[src/rtl/keyboard_rupt_gen.sv]
// keyboard_rupt_gen: debounces the main/nav DSKY keycodes and the MARK button,
// latches accepted codes for channel 15/16 reads and raises the level rupt
// requests KYRPT1, KYRPT2 and MKRPT until each is cleared by its reset pulse.
module keyboard_rupt_gen #(
  parameter int DEBOUNCE_N = 4,
  parameter int KEY_W      = 5
) (
  input  logic             clk,
  input  logic             rst,
  input  logic             SAMPLE,
  input  logic [KEY_W-1:0] KEY1,
  input  logic [KEY_W-1:0] KEY2,
  input  logic             MARK,
  input  logic             KY1RST,
  input  logic             KY2RST,
  input  logic             MKRST,
  output logic             KYRPT1,
  output logic             KYRPT2,
  output logic             MKRPT,
  output logic [KEY_W-1:0] CH15,
  output logic [KEY_W:0]   CH16,
  output logic             KYOVF
);

  typedef enum logic [1:0] {IDLE, PRESS, HELD, RELEASE} st_t;

  localparam logic [3:0] DB_N = 4'(DEBOUNCE_N);

  // Debounce counter increment, held at 15 rather than wrapping
  function automatic logic [3:0] sat_inc(input logic [3:0] c);
    return (c == 4'hF) ? c : c + 4'd1;
  endfunction

  logic [KEY_W-1:0] key1_p0, key1_p1;
  logic [KEY_W-1:0] key2_p0, key2_p1;
  logic             mark_p0, mark_p1;

  // Two-flop synchronizers for the asynchronous raw inputs
  always_ff @(posedge clk) begin
    key1_p0 <= KEY1;
    key1_p1 <= key1_p0;
    key2_p0 <= KEY2;
    key2_p1 <= key2_p0;
    mark_p0 <= MARK;
    mark_p1 <= mark_p0;
  end

  // Channel 0 = main keyboard, 1 = nav keyboard, 2 = mark button
  logic [KEY_W-1:0] chan_v   [3];
  logic [KEY_W-1:0] acc_code [3];
  logic [2:0]       acc;

  assign chan_v[0] = key1_p1;
  assign chan_v[1] = key2_p1;
  assign chan_v[2] = {{(KEY_W-1){1'b0}}, mark_p1};

  for (genvar g = 0; g < 3; g++) begin : ch
    st_t              st_q, st_d;
    logic [KEY_W-1:0] cap_q, cap_d;
    logic [3:0]       cnt_q, cnt_d;
    logic [KEY_W-1:0] v;
    logic             acc_c;

    assign v = chan_v[g];

    // Channel state, captured code and debounce count
    always_ff @(posedge clk) begin
      if (rst) begin
        st_q  <= IDLE;
        cap_q <= '0;
        cnt_q <= 4'd0;
      end else begin
        st_q  <= st_d;
        cap_q <= cap_d;
        cnt_q <= cnt_d;
      end
    end

    // Debounce transitions, evaluated only on SAMPLE strobes
    always_comb begin
      st_d  = st_q;
      cap_d = cap_q;
      cnt_d = cnt_q;
      if (SAMPLE) begin
        case (st_q)
          IDLE: begin
            if (v != '0) begin
              cap_d = v;
              cnt_d = 4'd1;
              st_d  = (DB_N <= 4'd1) ? HELD : PRESS;
            end
          end
          PRESS: begin
            if (v == '0) begin
              st_d = IDLE;
            end else if (v != cap_q) begin
              cap_d = v;
              cnt_d = 4'd1;
            end else begin
              cnt_d = sat_inc(cnt_q);
              if (cnt_d >= DB_N) st_d = HELD;
            end
          end
          HELD: begin
            if (v == '0) begin
              cnt_d = 4'd1;
              st_d  = (DB_N <= 4'd1) ? IDLE : RELEASE;
            end
          end
          RELEASE: begin
            if (v != '0) begin
              st_d = HELD;
            end else begin
              cnt_d = sat_inc(cnt_q);
              if (cnt_d >= DB_N) st_d = IDLE;
            end
          end
          default: st_d = IDLE;
        endcase
      end
    end

    // Accept pulse: the strobe that completes a stable press
    always_comb begin
      acc_c = 1'b0;
      if (SAMPLE) begin
        if (st_q == IDLE && v != '0 && DB_N <= 4'd1)
          acc_c = 1'b1;
        else if (st_q == PRESS && v == cap_q && sat_inc(cnt_q) >= DB_N)
          acc_c = 1'b1;
      end
    end

    assign acc[g]      = acc_c;
    assign acc_code[g] = cap_d;
  end

  logic [KEY_W-1:0] ch16_lo;

  assign CH16 = {MKRPT, ch16_lo};

  // Request flags (set beats clear), code latches and sticky overflow
  always_ff @(posedge clk) begin
    if (rst) begin
      KYRPT1  <= 1'b0;
      KYRPT2  <= 1'b0;
      MKRPT   <= 1'b0;
      KYOVF   <= 1'b0;
      CH15    <= '0;
      ch16_lo <= '0;
    end else begin
      KYRPT1 <= acc[0] | (KYRPT1 & ~KY1RST);
      KYRPT2 <= acc[1] | (KYRPT2 & ~KY2RST);
      MKRPT  <= acc[2] | (MKRPT & ~MKRST);
      KYOVF  <= KYOVF | (acc[0] & KYRPT1) | (acc[1] & KYRPT2) | (acc[2] & MKRPT);
      if (acc[0]) CH15    <= acc_code[0];
      if (acc[1]) ch16_lo <= acc_code[1];
    end
  end

endmodule

[config.mk]
export PLATFORM = sky130hd
export DESIGN_NAME = keyboard_rupt_gen
export DESIGN_NICKNAME = d
export VERILOG_FILES = /design/src/rtl/keyboard_rupt_gen.sv
export SDC_FILE = /design/constraint.sdc
export NUM_CORES = 1
export LEC_CHECK = 0
export BUFFER_PORTS_ARGS = -buffer_cell sky130_fd_sc_hd__buf_2
export CORE_MARGIN = 4
export CORE_UTILIZATION = 35
export CTS_CLUSTER_SIZE = 40
export DETAILED_ROUTE_END_ITERATION = 6
export PLACE_DENSITY = 0.56
export SLEW_MARGIN = 30
export SYNTH_ARGS = -nofsm -noshare
export SYNTH_HDL_FRONTEND = slang
export SYNTH_SLANG_ARGS = --single-unit
export TNS_END_PERCENT = 20
[constraint.sdc]
create_clock -name clk -period 1.8 [get_ports clk]
set_input_delay 0.18 -clock clk [delete_from_list [all_inputs] [get_ports clk]]
set_output_delay 0.18 -clock clk [all_outputs]
set_load 0.01 [all_outputs]
Word level (Yosys, flattened, before mapping)
Cells that the tools add are included.
- add/subtract/negate cells: 3
- $mul: 0
- div/mod/pow operators: 0
- magnitude comparators: 3
- eq/ne operators: 40
- shift-type cells: 0
- mux-type cells: 65
- bitwise logic cells: 15
- reductions and logical operators: 22
- operators with widths (kind ; number):
    $mux 4 ; 18
    $mux 5 ; 11
    $pmux 4 s4 ; 3
    $mux 2 ; 21
    $pmux 5 s2 ; 3
    $ne 2x2->1 const B ; 13
    $ne 3x3->1 const B ; 8
    $pmux 2 s4 ; 3
    $reduce_and 5->1 ; 4
    $reduce_and 6->1 ; 3
    $logic_not 5->1 ; 3
    $add 4x1->4 const B ; 3
    $eq 2x2->1 const B ; 6
    $eq 4x4->1 const B ; 3
    $ge 4x3->1 const B ; 3
    $eq 5x5->1 ; 2
    $ne 5x5->1 ; 2
    $reduce_bool 5->1 ; 2
    $and 1x1->1 ; 6
    $eq 2x1->1 const B ; 3
    $logic_and 1x1->1 ; 6
    $logic_not 2->1 ; 3
    $mux 1 ; 6
    $or 1x1->1 ; 6
    other kinds (5) ; 7
- register bits after elaboration: 69
- latch bits: 0
- bits in writable memories: 0
- memory bits (read-only): 0
- bits of input ports: 17
- output and inout bits: 15
- memories kept: 0

Logic depth before layout (Yosys ltp)
- depth in word-level cells: 10
- gate-level depth with buffers: 7

Least setup slack after synthesis
Ideal clock, no wire load.
- path kind: register to register
- start: register ch[1].cnt_q[0]
- end: register ch16_lo[4]
- library setup time: 70 ps
- arrival time: 1760 ps
- required time: 1730 ps
- path slack: -31 ps
- stages on the path, launching flop included: 8
- path buffers: 1
- period minus slack after synthesis: 1831 ps
- cell sequence: dfxtp_1 -> ha_1 -> o31ai_1 -> a41oi_1 -> nand4bb_1 -> clkbuf_1 -> or2_2 -> a21oi_1
- word-level cells in the longest chain between the ends: 6
- elaborated cells on any way between the ends: 7
- classes of those cells: 1 x add/sub; 1 x order compare; 1 x eq/ne; 3 x mux; 1 x reduce/logical
- RTL lines (what ; line ; source):
    start: declaration ; 60 ; logic [3:0] cnt_q, cnt_d;
    start signal: assignment ; 75 ; cnt_q <= cnt_d;
    $add 4x1->4 / $eq 4x4->1 (equally long branches) ; 31 ; return (c == 4'hF) ? c : c + 4'd1;
    $mux 4 * ; 31 ;
    $ge 4x3->1 * ; 129 ; else if (st_q == PRESS && v == cap_q && sat_inc(cnt_q) >= DB_N)
    $logic_and 1x1->1 * ; 129 ;
    $mux 1 * ; 129 ;
    $mux 1 * ; 126 ; if (SAMPLE) begin
    end signal: assignment ; 157 ; if (acc[1]) ch16_lo <= acc_code[1];
    end: declaration ; 138 ; logic [KEY_W-1:0] ch16_lo;
Mark *: on every way between the ends. The rest lies on a longest branch, timed or not.
A chain may end at the register's enable or synchronous reset.

Worst setup path in the final report
- start: register key2_p1[1] (netlist: ch[1].v[1])
- end: register ch[1].cnt_q[3]
- word-level cells in the longest chain between the ends: 4
- elaborated cells on any way between the ends: 11
- classes of those cells: 5 x eq/ne; 3 x mux; 3 x reduce/logical
- RTL lines (what ; line ; source):
    start: declaration ; 35 ; logic [KEY_W-1:0] key2_p0, key2_p1;
    start signal: assignment ; 43 ; key2_p1 <= key2_p0;
    $ne 5x5->1 ; 96 ; end else if (v != cap_q) begin
    $mux 4 ; 96 ;
    $mux 4 ; 94 ; if (v == '0) begin
    $pmux 4 s4 ; 85 ; case (st_q)
Parallel ways exist; a longest one is shown, timed or not. The select of a mux whose other input is x is not followed.

==> summary.txt <==
Status
  – Outcome: finished clean

STA
  – Clock Skew: 0.006545 ns
  – Period utilisation layout: 0.9982
  – Final min period: 1.797 ns
  – Slew at the pin closest to its max-slew limit: 0.5405 ns
  – Setup WS post-layout: 0.003306 ns
  – Hold Vio Cnt, Final: 0
  – Fmax: 556.6 MHz
  – Fin. max-slew vios: 0
  – Setup_tns: 0 ns
  – Slew Limit Headroom: 0.6358
  – RSZ-0062 raised after global routing: yes
  – Setup violations, final: 0

Synthesis
  – Mapped Nets: 303
  – Register area share after synthesis: 0.4913
  – Yosys warns: 0
  – Yosys reg bits: 65
  – Synth cell types: 50
  – Synth Flop Type: dfxtp_1
  – Number of synthesized flops with an enable pin: 0
  – Top-count cell post-synth: dfxtp_1
  – Top post-synthesis cells by area: dfxtp_1, xnor2_1, nor2_1
  – Commonest cells post-synth: dfxtp_1, nor2_1, nand2_1, o21ai_0, a21oi_1
  – Avg Cell Area, Syn: 9.393 µm²
  – Yosys top cell area share: 0.4913
  – Synth area leader: dfxtp_1
  – Mapped Cells: 282
  – Ys async rst share: 0
  – Post-synthesis cell area: 2649 µm²

Setup path
  – Crit path kind: reg -> reg
  – Required @ worst endpoint: 2.05 ns
  – Critical path capture point type: flip-flop
  – Worst setup SP type: flip-flop
  – Data arrival, critical path: 2.05 ns
  – Critical Path Fanout Max: 5

Clock network
  – Later-pin clock latency in the skew report: 0.34 ns
  – Clock transition at path regs: 0.07 ns
  – TritonCTS clock tree: yes
  – Clock sink count: 65
  – CTS HTree Levels: 3
  – CTS buffer count: 9
  – Root buf cell: clkbuf_8
  – CTS Buffer Depth: 2

Floorplanning
  – IO Pins: 32
  – Die width: 95.00 µm
  – Core area: 7292 µm²
  – Die height: 95.00 µm
  – Die area: 9024 µm²
  – Initial Utilization: 0.3632
  – Num rows: 31

Power
  – Leak Pwr: 1.384 nW
  – VDD IR max: 0.6749 mV
  – Power Density: 954.3 nW/µm²

GRT
  – First-pass GRT wire length: 9.411 mm
  – Antenna violations before repair: 0
  – GRT Util Overall: 0.1343
  – Largest net degree at the start of global routing: 33
  – Vias in the first global route: 2062
  – Grt total ovfl: 0

Finish
  – Post-Layout Cell Count: 452
  – Diodes inserted: 0
  – Final nets: 369
  – Fillers: 714
  – Layout area overhead: 30.80%
  – Layout cell share with drive strength beyond 1: 0.2550

Min path
  – Hold Path Class: in -> reg

Detailed routing
  – Vias: 2216
  – DRC: 0
  – Antenna viol nets, final: 0
  – Routed WL: 5.497 mm
  – Iter 0 DRT Violations: 107
  – Vias per cell: 4.903
  – Routed WL per cell: 12.16 µm
  – Drt pass-1 iters: 4

Placement
  – Number of cells after detailed placement: 420
  – Gpl congestion: 0.7688
  – Pre-CTS setup slack: 0.004088 ns
  – Buffers on Ports: 31
  – Post-DP HPWL: 3.813 mm

Job
  – Max-cap check violation count: 0
[worst max-delay path, stage by stage (launching register included)]
cell and delay [ns]:
dfxtp_2 0.32, or4_4 0.56, or3_4 0.36, nand2_4 0.11
nand4_1 0.11, a221oi_2 0.25
[logic make-up (layout without fill, tap and decap cells)]
| group | Yosys count | after routing | synth area share |
|---|---|---|---|
| DFF | 65 | 65 | 0.4913 |
| xor gates and xnor gates | 12 | 12 | 0.03968 |
| muxes | 5 | 5 | 0.01890 |
| AOI/OAI and AO/OA | 71 | 71 | 0.1923 |
| adders and majority gates | 4 | 4 | 0.01890 |
| and+or+nand+nor | 101 | 101 | 0.2026 |
| buffers and inverters | 24 | 95 | 0.03638 |
[placed cells by master, fill, tap and decap left out, drive strengths merged, types with 5 or more instances in the layout]
master	synthesis	final
nor2	24	24
dfxtp	65	65
nand2	22	22
clkbuf	8	10
inv	13	13
xnor2	11	11
buf	3	55
dlygate4sd3	0	11
nand2b	5	5
nand3	11	11
a21oi	14	14
nor2b	7	7
o21ai	16	16
a211oi	7	7
mux2i	5	5
a41oi	5	5
[path summary, 6_finish.rpt]
check,start,endpoint,slack [ns],cells after the start
hold / removal,MKRST,MKRPT$_SDFF_PP0_,0.12,3
hold reg to reg,key1_p0[1]$_DFF_P_,ch[0].v[1]$_DFF_P_,0.33,0
setup reg to reg,ch[1].v[1]$_DFF_P_,ch[1].cnt_q[3]$_SDFFE_PP0P_,0.003,5
setup / recovery,ch[1].v[1]$_DFF_P_,ch[1].cnt_q[3]$_SDFFE_PP0P_,0.003,5
[registers in the layout, indices dropped and copies added (netlist names), 3 cells and up, named ones only]
name      cells
ch.cnt_q     12
ch.cap_q     11
ch.v         10
CH15          5
ch16_lo       5
key1_p0       5
key2_p0       5
ch.st_q       3
[repair_timing]
item,in CTS,in global routing
setup endpoints to repair,2,15
setup buffers,3,2
endpoints found under the hold margin,11,0
resized for setup,0,11
pin swaps,4,7
hold buffers,11,0
[final cells by class]
cell class              instances  area (µm²)  share of cell area
well taps                      99       123.9             0.03575
clock buffers                  10       137.6             0.03973
clock inverters                 6       115.1             0.03322
multi-input cells             193        1285              0.3709
inverters                      13       48.80             0.01408
repair buffers                 66       449.2              0.1296
flip-flops and latches         65        1305              0.3767
[report_power, final]
group          leakage, nW  switching, mW  internal, mW  total [mW]
clock                0.123          0.574         0.962        1.54
combinational        0.725          0.117         0.120       0.238
sequential           0.536         0.0400          1.49        1.53
total                 1.38          0.732          2.57        3.31
[stage by stage]
step	utilization	cell area [µm²]	power [mW]	hold WS [ns]
2_1_floorplan	-	2656	1.696	0.2077
3_3_place_gp	0.4156	3030	1.769	0.2823
3_5_place_dp	0.4156	3030	1.770	0.2836
4_1_cts	0.4684	3416	3.329	0.1100
5_1_grt	0.4751	3465	3.443	0.1172
6_report	0.4751	3465	3.306	0.1226
[metal layers]
metal	track usage	wire length, µm	up-vias
li1	-	-	1154
met1	0.1653	2607	1031
met2	0.2090	2584	25
met3	0.05418	233	6
met4	0.05288	71	0
met5	0	0	-
Note: power is estimated with default switching activity, not from simulation.
